## src/rtl/hazard_ctrl_mc_pkg.sv

```systemverilog
// Shared types for the multi-cycle pipeline hazard controller: FSM states and
// pipeline stage indices used to address the stall/flush vectors.
package hazard_ctrl_mc_pkg;

  typedef enum logic [1:0] {
    RUN      = 2'd0,
    MC_WAIT  = 2'd1,
    MEM_WAIT = 2'd2,
    TRAP     = 2'd3
  } state_e;

  // Stall vectors span F..M (regW is never stalled); flush vectors span D..W.
  localparam int STG_F = 0;
  localparam int STG_D = 1;
  localparam int STG_E = 2;
  localparam int STG_M = 3;
  localparam int STG_W = 4;

endpackage

```

## src/rtl/hazard_detect.sv

```systemverilog
// Load-use comparator: a load in execute whose destination is read by the
// instruction in decode. Register x0 never creates a hazard.
module hazard_detect #(
  parameter int REG_AW = 5
) (
  input  logic [REG_AW-1:0] rs1,
  input  logic [REG_AW-1:0] rs2,
  input  logic              rs1_used,
  input  logic              rs2_used,
  input  logic              mem_ren,
  input  logic [REG_AW-1:0] rd,
  output logic              load_use
);

  logic rs1_hit;
  logic rs2_hit;

  assign rs1_hit  = rs1_used & (rs1 == rd);
  assign rs2_hit  = rs2_used & (rs2 == rd);
  assign load_use = mem_ren & (rd != '0) & (rs1_hit | rs2_hit);

endmodule

```

## src/rtl/hazard_ctrl_mc.sv

```systemverilog
// Pipeline hazard controller with multi-cycle execute and memory wait-state
// support; stall/flush outputs are combinational so registers act the same cycle.
module hazard_ctrl_mc
  import hazard_ctrl_mc_pkg::*;
#(
  parameter int REG_AW      = 5,
  parameter int MEM_TIMEOUT = 64,
  parameter int TO_W        = 7,
  parameter int CNT_W       = 32
) (
  input  logic              clk,
  input  logic              rst,
  input  logic [REG_AW-1:0] decode_i_rs1,
  input  logic [REG_AW-1:0] decode_i_rs2,
  input  logic              decode_i_rs1_used,
  input  logic              decode_i_rs2_used,
  input  logic              regE_i_mem_ren,
  input  logic [REG_AW-1:0] regE_i_rd,
  input  logic              execute_i_need_jump,
  input  logic              execute_i_mc_start,
  input  logic              execute_i_mc_done,
  input  logic              memory_i_req,
  input  logic              memory_i_ack,
  input  logic              wb_i_trap,
  output logic              ctrl_o_regF_stall,
  output logic              ctrl_o_regD_stall,
  output logic              ctrl_o_regE_stall,
  output logic              ctrl_o_regM_stall,
  output logic              ctrl_o_regD_flush,
  output logic              ctrl_o_regE_flush,
  output logic              ctrl_o_regM_flush,
  output logic              ctrl_o_regW_flush,
  output logic              ctrl_o_mem_timeout,
  output logic [CNT_W-1:0]  ctrl_o_stall_cnt
);

  state_e             state;
  state_e             state_nxt;
  logic [TO_W-1:0]    to_cnt;
  logic [TO_W-1:0]    to_nxt;
  logic [CNT_W-1:0]   stall_cnt;
  logic [STG_M:STG_F] stall_v;
  logic [STG_W:STG_D] flush_v;
  logic               timeout;
  logic               load_use;
  logic               mem_block;
  logic               mc_block;

  hazard_detect #(
    .REG_AW(REG_AW)
  ) u_detect (
    .rs1      (decode_i_rs1),
    .rs2      (decode_i_rs2),
    .rs1_used (decode_i_rs1_used),
    .rs2_used (decode_i_rs2_used),
    .mem_ren  (regE_i_mem_ren),
    .rd       (regE_i_rd),
    .load_use (load_use)
  );

  // A request acked (or an op finished) in its own issue cycle costs nothing.
  assign mem_block = memory_i_req & ~memory_i_ack;
  assign mc_block  = execute_i_mc_start & ~execute_i_mc_done;

  always_comb begin
    state_nxt = state;
    to_nxt    = to_cnt;
    stall_v   = '0;
    flush_v   = '0;
    timeout   = 1'b0;
    unique case (state)
      RUN: begin
        if (wb_i_trap) begin
          flush_v   = '1;
          state_nxt = TRAP;
        end else if (mem_block) begin
          stall_v        = '1;
          flush_v[STG_W] = 1'b1;
          state_nxt      = MEM_WAIT;
          to_nxt         = TO_W'(1);
        end else if (mc_block) begin
          stall_v[STG_E:STG_F] = '1;
          flush_v[STG_M]       = 1'b1;
          state_nxt            = MC_WAIT;
        end else if (execute_i_need_jump) begin
          flush_v[STG_E:STG_D] = '1;
        end else if (load_use) begin
          stall_v[STG_D:STG_F] = '1;
          flush_v[STG_E]       = 1'b1;
        end
      end
      MC_WAIT: begin
        if (wb_i_trap) begin
          flush_v   = '1;
          state_nxt = TRAP;
        end else if (execute_i_mc_done) begin
          state_nxt = RUN;
        end else begin
          stall_v[STG_E:STG_F] = '1;
          flush_v[STG_M]       = 1'b1;
        end
      end
      MEM_WAIT: begin
        // Ack is checked before the timeout so a last-moment ack still wins.
        if (wb_i_trap) begin
          flush_v   = '1;
          state_nxt = TRAP;
          to_nxt    = '0;
        end else if (memory_i_ack) begin
          state_nxt = RUN;
          to_nxt    = '0;
        end else if (to_cnt == TO_W'(MEM_TIMEOUT)) begin
          timeout   = 1'b1;
          flush_v   = '1;
          state_nxt = TRAP;
          to_nxt    = '0;
        end else begin
          stall_v        = '1;
          flush_v[STG_W] = 1'b1;
          to_nxt         = to_cnt + TO_W'(1);
        end
      end
      TRAP: begin
        flush_v   = '1;
        state_nxt = RUN;
      end
      default: state_nxt = RUN;
    endcase
  end

  always_ff @(posedge clk or posedge rst) begin
    if (rst) begin
      state     <= RUN;
      to_cnt    <= '0;
      stall_cnt <= '0;
    end else begin
      state  <= state_nxt;
      to_cnt <= to_nxt;
      if (stall_v[STG_F] && (stall_cnt != '1)) begin
        stall_cnt <= stall_cnt + CNT_W'(1);
      end
    end
  end

  // Outputs are forced low while reset is held, independent of the clock.
  assign ctrl_o_regF_stall  = stall_v[STG_F] & ~rst;
  assign ctrl_o_regD_stall  = stall_v[STG_D] & ~rst;
  assign ctrl_o_regE_stall  = stall_v[STG_E] & ~rst;
  assign ctrl_o_regM_stall  = stall_v[STG_M] & ~rst;
  assign ctrl_o_regD_flush  = flush_v[STG_D] & ~rst;
  assign ctrl_o_regE_flush  = flush_v[STG_E] & ~rst;
  assign ctrl_o_regM_flush  = flush_v[STG_M] & ~rst;
  assign ctrl_o_regW_flush  = flush_v[STG_W] & ~rst;
  assign ctrl_o_mem_timeout = timeout & ~rst;
  assign ctrl_o_stall_cnt   = stall_cnt;

endmodule

```

## config.mk

```make
export PLATFORM = sky130hd
export DESIGN_NAME = hazard_ctrl_mc
export DESIGN_NICKNAME = d
export VERILOG_FILES = /design/src/rtl/hazard_ctrl_mc_pkg.sv /design/src/rtl/hazard_detect.sv /design/src/rtl/hazard_ctrl_mc.sv
export SDC_FILE = /design/constraint.sdc
export NUM_CORES = 1
export LEC_CHECK = 0
export ABC_AREA = 1
export CAP_MARGIN = 20
export CORE_MARGIN = 3
export CORE_UTILIZATION = 55
export CTS_BUF_LIST = sky130_fd_sc_hd__clkbuf_4 sky130_fd_sc_hd__clkbuf_8 sky130_fd_sc_hd__clkbuf_16
export CTS_CLUSTER_SIZE = 25
export DETAILED_ROUTE_END_ITERATION = 12
export DONT_BUFFER_PORTS = 1
export PLACE_DENSITY = 0.7
export SYNTH_ARGS = -nofsm -noshare
export SYNTH_HDL_FRONTEND = slang
export SYNTH_SLANG_ARGS = --single-unit
```

## constraint.sdc

```tcl
create_clock -name clk -period 2.9 [get_ports clk]
set_input_delay 0.29 -clock clk [delete_from_list [all_inputs] [get_ports clk]]
set_output_delay 0.29 -clock clk [all_outputs]
set_load 0.01 [all_outputs]
```

Yosys cells after proc, flatten, opt, wreduce, memory -nomap -nowiden
Cells that the tools add are included.
Widths: inputs -> output; s select.
{"block": "totals", "out_inout_bits": 41, "inputBits": 26, "word_cells": 89, "register_bits": 41}
{"block": "op_classes", "n_addsub": 2, "mux": 47, "n_eq_ne": 12, "bitwise_logic": 19, "reduce_logical": 6}
{"op": "$mux 7", "n": 5}
{"op": "$add 32x1->32 const B", "n": 1}
{"op": "$ne 32x32->1 const B", "n": 1}
{"op": "$mux 4", "n": 7}
{"op": "$mux 2", "n": 13}
{"op": "$pmux 4 s4", "n": 1}
{"op": "$and 1x1->1", "n": 15}
{"op": "$mux 3", "n": 5}
{"op": "$pmux 7 s2", "n": 1}
{"op": "$mux 1", "n": 12}
{"op": "$eq 5x5->1", "n": 2}
{"op": "$pmux 3 s3", "n": 1}
{"op": "$ne 4x4->1 const B", "n": 2}
{"op": "$pmux 2 s4", "n": 1}
{"op": "$add 7x1->7 const B", "n": 1}
{"op": "$eq 7x7->1 const B", "n": 1}
{"op": "$reduce_and 3->1", "n": 2}
{"op": "$reduce_bool 5->1", "n": 1}
{"op": "$eq 2x2->1 const B", "n": 2}
{"op": "$ne 2x2->1 const B", "n": 2}
{"op": "$ne 3x3->1 const B", "n": 1}
{"op": "$not 1->1", "n": 3}
{"op": "$eq 2x1->1 const B", "n": 1}
{"op": "$logic_not 2->1", "n": 1}
{"op": "other kinds (4)", "n": 4}

Longest topological paths before layout
Gate-level depths: netlist (run 1).
{"block": "depth", "word_depth": 11, "mapped_depth": 12, "depth_no_buf": 11}

Hierarchy
Synthesis (run 1) repeated with hierarchy kept, for this count alone.
{"block": "unflattened", "hier_cells": 539, "area_unflattened_um2": 3238.1}
{"mod": "hazard_ctrl_mc", "cells_per_inst": 484, "seq_area_each_um2": 1026.0, "instances": 1, "area_each_um2": 3021.6}
{"mod": "hazard_detect", "cells_per_inst": 55, "seq_area_each_um2": 0.0, "instances": 1, "area_each_um2": 216.5}

Worst setup path before layout (run 1)
Ideal clock, no wire load.
{"block": "synth_timing", "path_type": "input -> output", "from": "input port rst", "to": "output port ctrl_o_regM_flush", "t_required_ns": 2.610, "path_buffers": 0, "stages": 3, "setup_slack_ns": 0.933, "t_arrival_ns": 1.677, "path_cell_list": "inv_1 > nand2_1 > a211oi_1"}
{"block": "synth_via", "elab_chain_len": 2}
{"item": "start, declared", "line": "hazard_ctrl_mc.sv:12", "text": "input logic rst,"}
{"item": "$not 1->1", "line": "hazard_ctrl_mc.sv:152", "text": "assign ctrl_o_regM_flush = flush_v[STG_M] & ~rst;"}
{"item": "$and 1x1->1", "line": "hazard_ctrl_mc.sv:152"}
{"item": "end, declared", "line": "hazard_ctrl_mc.sv:31", "text": "output logic ctrl_o_regM_flush,"}
Every way passes these cells.

Final worst setup path (run 1)
{"block": "layout_timing", "from": "register stall_cnt[0], in the netlist ctrl_o_stall_cnt[0]", "to": "register stall_cnt[5], in the netlist ctrl_o_stall_cnt[5]"}
{"block": "layout_via", "elab_chain_len": 2, "elab_cells_between_ends": 3, "cone_classes": "1 x add/sub; 1 x eq/ne; 1 x reduce/logical"}
{"item": "start, declared", "line": "hazard_ctrl_mc.sv:41", "text": "logic [CNT_W-1:0] stall_cnt;"}
{"item": "start signal, assigned", "line": "hazard_ctrl_mc.sv:140", "text": "stall_cnt <= stall_cnt + CNT_W'(1);"}
{"item": "parallel branches: the longest is 2 deep, another holds $add 32x1->32"}
Several ways; the timed one is not identified.
A chain may end at the register's enable or synchronous reset.

==> flow_metrics.env, run 1 <==
export IMPL_status="finished, final reports clean"
export IMPL_grt_pass1_wl_um=12140
export IMPL_rr_worst_depth=9
export IMPL_post_route_util_pct=60.99
export IMPL_post_synth_top_count_cell="nand2_1"
export IMPL_max_slew_margin_rel_pct=59.67
export IMPL_cp_depth=9
export IMPL_cts_resized=0
export IMPL_rows=26
export IMPL_hpwlAfterDp_um=5663
export IMPL_drc=0
export IMPL_r2r_start="ctrl_o_stall_cnt[0]"
export IMPL_fillCellCount=530
export IMPL_grt_max_degree=34
export IMPL_cp_max_fo=32
export IMPL_worstSetupStartpointType="flop"
export IMPL_die_h_um=80.54
export IMPL_power_switching_mw=0.6077
export IMPL_n_antenna_cell=0
export IMPL_setup_tns_ns=0
export IMPL_path_class="reg -> reg"
export IMPL_rsz0062_at_grt="false"
export IMPL_min_from="wb_i_trap"
export IMPL_holdWs_ns=0.1585
export IMPL_cts_root_buf="clkbuf_8"
export IMPL_p_int_mw=0.9692
export IMPL_numCtsBuffers=5
export IMPL_yosysSeqAreaShare_pct=33.58
export IMPL_switching_share_pct=38.54
export IMPL_skew_ns=0.006408
export IMPL_synth_flop_cell="dfrtp_1"
export IMPL_finalInstanceArea_um2=3194
export IMPL_yosys_area_top_type_share_pct=33.58
export IMPL_cp_arrival_ns=2.61
export IMPL_hold_path_class="in -> reg"
export IMPL_dieArea_um2=6486
export IMPL_async_flop_share_pct=100.0
export IMPL_worstMarginPinSlew_ns=0.6027
export IMPL_reg2reg_to="ctrl_o_stall_cnt[5]"
export IMPL_combPwrFrac_pct=29.4
export IMPL_synth_edf_count=0
export IMPL_drive_gt1_share_pct=3.306
export IMPL_crit_slowest_cell="dfrtp_1"
export IMPL_post_cts_setup_buffer_count=0
export IMPL_initial_core_util_pct=58.34
export IMPL_gr_total_overflow=0
export IMPL_rrSetupSlack_ns=0.51
export IMPL_ys_seq_elements=41
export IMPL_grt_pass1_vias=2693
export IMPL_p_leak_nw=1.682
export IMPL_clkPwrFrac_pct=24.1
export IMPL_drt_initial_drc_count=132
export IMPL_area_growth_syn_to_layout_pct=4.545
export IMPL_synth_commonest_cells="191 x nand2_1, 57 x nor2_1, 53 x inv_1"
export IMPL_wl_per_cell_um=12.78
export IMPL_die_w_um=80.54
export IMPL_portBuffers=0
export IMPL_fmax_ghz=0.4189
export IMPL_syn_nets=512
export IMPL_cts_sinks=41
export IMPL_report_final_slew_viol_count=0
export IMPL_hold_viol_final=0
export IMPL_synth_cell_types=27
export IMPL_power_mw=1.577
export IMPL_yosysTopAreaCell="dfrtp_1"
export IMPL_yosysWarnings=0
export IMPL_grt_use_total_pct=23.67
export IMPL_cp_required_ns=3.13
export IMPL_antenna_found_initial=0
export IMPL_wirelength_um=7081
export IMPL_syn_inst=483
export IMPL_max_cap_violations=0
export IMPL_placed_area_um2=3094
export IMPL_netlist_area_um2=3055
export IMPL_fin_nets=513
export IMPL_vias=2939
export IMPL_clk_pin_slew_worst_paths_ns=0.07
export IMPL_synth_area_leaders="dfrtp_1 34%, nand2_1 23%, nand3_1 8.0%"
export IMPL_min_period_ns=2.387
export IMPL_core_um2=5238
export IMPL_critPathMaxStageDelay_ns=0.54
export IMPL_first_pass_iters=5
export IMPL_place_gp_congestion=0.9303
export IMPL_cts_htree_levels=2
export IMPL_ir_drop_uv=305.3
export IMPL_clk_path_buf_depth=2
export IMPL_p_per_area_nw_per_um2=493.7
export IMPL_num_io_pins=67
export IMPL_tritoncts="done"
export IMPL_drtAntennaViolNets=0
export IMPL_startpoint="ctrl_o_stall_cnt[0]"
export IMPL_p_seq_share_pct=46.5
export IMPL_avgSynthCellArea_um2=6.326
export IMPL_crit_end="ctrl_o_stall_cnt[5]"
export IMPL_clk_latency_ns=0.29
export IMPL_fin_crit_sh_pct=82.32
export IMPL_crit_path_end_kind="flop"
export IMPL_crit_family="simple AND/OR/NAND/NOR gates"
export IMPL_cts_hold_buf=1
export IMPL_via_per_inst=5.305
export IMPL_setup_violations_final=0
export IMPL_path_cells="ha_1, nand3_2, nor2_2, nand4_1, nor2_2, nand4_4, nand2_4, nand2_1, nand2_1"
export IMPL_crit_buf_inv=0
[state kept, by name (all words and copies together), names as in the netlist]
register,cells
ctrl_o_stall_cnt,32
state,2
to_cnt,7
[cell families after synthesis]
logic type               count (synthesis)  synth area share [%]
buffers and inverters                   63                 8.845
AO/OA/AOI/OAI                           21                 3.604
AND/OR/NAND/NOR                        335                 47.01
adder cells (fa/ha/maj)                  3                 1.229
flip-flops                              41                 33.58
XOR/XNOR                                20                 5.733
[routing by layer]
layer | vias up | share of wire [%] | GRT usage [%]
met5 | - | 0 | 0
met1 | 1325 | 47 | 32.12
met3 | 13 | 7.6 | 6.502
met4 | 0 | 1.8 | 8.108
met2 | 83 | 43 | 36.18
li1 | 1518 | - | -
[stage by stage]
stage | setup slack, ns | cells
after global routing | 0.2184 | 554
final | 0.5127 | 554
after detailed placement | 0.5137 | 546
after CTS | 0.4885 | 554
after global placement | 0.5328 | 546
after floorplan | 0.9329 | 483
[cell type report]
cell class	count	area (um^2)	area share, %
clock buffers	7	90.09	2.820
inverters	53	198.9	6.228
multi-input cells	379	1759	55.07
flip-flops and latches	41	1026	32.12
well taps	70	87.58	2.742
repair buffers	4	32.53	1.018
[worst min-delay path by stage]
stage | end | slack, ns | cells after the start
after floorplan | state[1] | 0.43 | 2
after global placement | ctrl_o_stall_cnt[7] | 0.22 | 2
after detailed placement | ctrl_o_stall_cnt[7] | 0.23 | 2
after CTS | state[1] | 0.15 | 2
after global routing | state[1] | 0.17 | 2
final | state[1] | 0.16 | 2
[layout by cell type (no fill, tap or decap)]
| cell | n |
|---|---|
| dfrtp_1 | 41 |
| nor3_1 | 11 |
| nand3b_1 | 9 |
| nand3_2 | 1 |
| nor2_2 | 2 |
| nor3b_1 | 1 |
| nand2_2 | 1 |
| nand4_4 | 1 |
| clkbuf_4 | 1 |
| a31oi_1 | 1 |
| clkinv_1 | 1 |
| nand4_1 | 9 |
| xnor2_1 | 5 |
| a21oi_1 | 7 |
| clkbuf_8 | 6 |
| o21ai_0 | 11 |
| nand3_1 | 49 |
| nor4_1 | 1 |
| a211oi_1 | 1 |
| dlygate4sd3_1 | 1 |
| o22ai_1 | 1 |
| inv_1 | 52 |
| nand2_1 | 191 |
| xor2_1 | 15 |
| nor2_1 | 57 |
| nand2_4 | 1 |
| buf_4 | 3 |
| ha_1 | 3 |
| or2_1 | 1 |
[power groups by stage]
stage	Combinational, mW	Clock, mW	Sequential, mW
2_1_floorplan	0.426	0	0.719
3_3_place_gp	0.450	0	0.741
3_5_place_dp	0.464	0	0.744
4_1_cts	0.467	0.394	0.734
5_1_grt	0.538	0.413	0.748
6_report	0.463	0.380	0.734
Note: power is estimated with default switching activity, not from simulation.
==> inputs of run 2 (changes only) <==
clock period = 2.4 ns   (was 2.9 ns; I/O delays follow)
==> flow_metrics.env, run 2 (synthesis results as in run 1) <==
export IMPL_cts_htree_levels=2
export IMPL_critPathMaxStageDelay_ns=0.40
export IMPL_layout_common_cells="191 x nand2_1, 57 x nor2_1, 52 x inv_1, 49 x nand3_1, 41 x dfrtp_1"
export IMPL_reg2reg_to="ctrl_o_stall_cnt[31]"
export IMPL_first_pass_iters=4
export IMPL_initial_core_util_pct=58.34
export IMPL_crit_slowest_cell="a21oi_1"
export IMPL_clk_latency_ns=0.29
export IMPL_cts_hold_buf=1
export IMPL_grt_pass1_wl_um=12690
export IMPL_num_io_pins=67
export IMPL_fillCellCount=506
export IMPL_setup_tns_ns=0
export IMPL_hold_path_class="in -> reg"
export IMPL_multi_input_area_um2=1759
export IMPL_r2r_start="to_cnt[0]"
export IMPL_worstMarginPinSlew_ns=0.5138
export IMPL_grt_max_degree=33
export IMPL_via_per_inst=5.326
export IMPL_cts_sinks=41
export IMPL_antenna_found_initial=0
export IMPL_die_w_um=80.54
export IMPL_drt_initial_drc_count=209
export IMPL_place_gp_congestion=0.9125
export IMPL_grt_use_total_pct=24.48
export IMPL_rrSetupSlack_ns=0.35
export IMPL_drtAntennaViolNets=0
export IMPL_rows=26
export IMPL_worstSetupStartpointType="flop"
export IMPL_fin_nets=517
export IMPL_rsz0062_at_grt="false"
export IMPL_numCtsBuffers=5
export IMPL_path_cells="inv_1, ha_1, nand4_1, nand3_1, nand2_1, nor2_1, a21oi_1"
export IMPL_drive_gt1_share_pct=4.098
export IMPL_hpwlAfterDp_um=5917
export IMPL_tritoncts="done"
export IMPL_area_growth_syn_to_layout_pct=5.979
export IMPL_crit_family="simple AND/OR/NAND/NOR gates"
export IMPL_drc=0
export IMPL_setup_ws_ns=0.2187
export IMPL_post_cts_setup_buffer_count=0
export IMPL_dieArea_um2=6486
export IMPL_max_cap_violations=0
export IMPL_cts_root_buf="clkbuf_8"
export IMPL_crit_buf_inv=1
export IMPL_clk_pin_slew_worst_paths_ns=0.08
export IMPL_place_ws_ns=0.3689
export IMPL_max_slew_margin_rel_pct=65.48
export IMPL_cts_resized=0
export IMPL_setup_violations_final=0
export IMPL_post_route_util_pct=61.83
export IMPL_p_leak_nw=1.707
export IMPL_crit_path_end_kind="output pin"
export IMPL_n_antenna_cell=0
export IMPL_register_area_um2=1026
export IMPL_ir_drop_uv=361.5
export IMPL_die_h_um=80.54
export IMPL_cp_depth=7
export IMPL_startpoint="to_cnt[0]"
export IMPL_skew_ns=0.006453
export IMPL_path_class="reg -> out"
export IMPL_gr_total_overflow=0
export IMPL_rr_worst_depth=10
export IMPL_cp_max_fo=6
export IMPL_portBuffers=0
export IMPL_fin_crit_sh_pct=90.89
export IMPL_p_per_area_nw_per_um2=628.4
export IMPL_clk_path_buf_depth=2
export IMPL_wl_per_cell_um=13.40
export IMPL_cp_required_ns=2.16
export IMPL_hold_viol_final=0
export IMPL_report_final_slew_viol_count=0
export IMPL_crit_end="ctrl_o_regF_stall"
export IMPL_min_period_ns=2.181
export IMPL_layout_commonest_cell="nand2_1"
export IMPL_fmax_ghz=0.4585
export IMPL_vias=2972
export IMPL_grt_pass1_vias=2769
export IMPL_status="finished, final reports clean"
export IMPL_core_um2=5238
export IMPL_wirelength_um=7477
export IMPL_cp_arrival_ns=1.94
export IMPL_largest_register_ffs=32
## run 2: layer usage
layer	vias up	part of all wire (%)	global-route usage, %
li1	1532	-	-
met1	1347	47	31.96
met2	84	45	40.73
met5	-	0	0
met3	9	6.4	5.942
met4	0	1.3	5.743
## run 2: how the worst min path moves through the flow
stage | slack (ns) | cells past startpoint | startpoint | end
final | 0.12 | 2 | wb_i_trap | state[1]
after CTS | 0.12 | 2 | wb_i_trap | state[1]
after detailed placement | 0.18 | 2 | rst | state[0]
after floorplan | 0.38 | 2 | wb_i_trap | state[1]
after global placement | 0.17 | 2 | rst | state[0]
after global routing | 0.12 | 2 | wb_i_trap | state[1]
## run 2: final cells by class
cell class,count,share of cell area (%)
clock buffer,5,2.125
tap,70,2.705
inverter,53,6.144
clock inverter,2,1.082
timing repair buffer,8,1.932
multi-input combinational,379,54.33
sequential,41,31.68
## run 2: power breakdown
part / internal [mW] / total, mW / switching (mW)
registers: 0.764 / 0.858 / 0.0944
clock network: 0.302 / 0.531 / 0.228
logic: 0.197 / 0.646 / 0.449
## run 2: stage by stage
| step | area (um^2) | power (mW) | hold slack, ns | cells |
|---|---|---|---|---|
| finish | 3238 | 2.035 | 0.1221 | 558 |
| global route | 3238 | 2.174 | 0.1202 | 558 |
| CTS | 3238 | 2.046 | 0.1158 | 558 |
| detailed placement | 3124 | 1.510 | 0.1776 | 550 |
| global placement | 3124 | 1.483 | 0.1713 | 550 |
| floorplan | 3055 | 1.384 | 0.3827 | 483 |
==> inputs of run 3 (changes only) <==
HOLD_SLACK_MARGIN = 0.1   (was default)
==> results of run 3 <==
Final layout, timing and power as in run 2 (identical DEF).
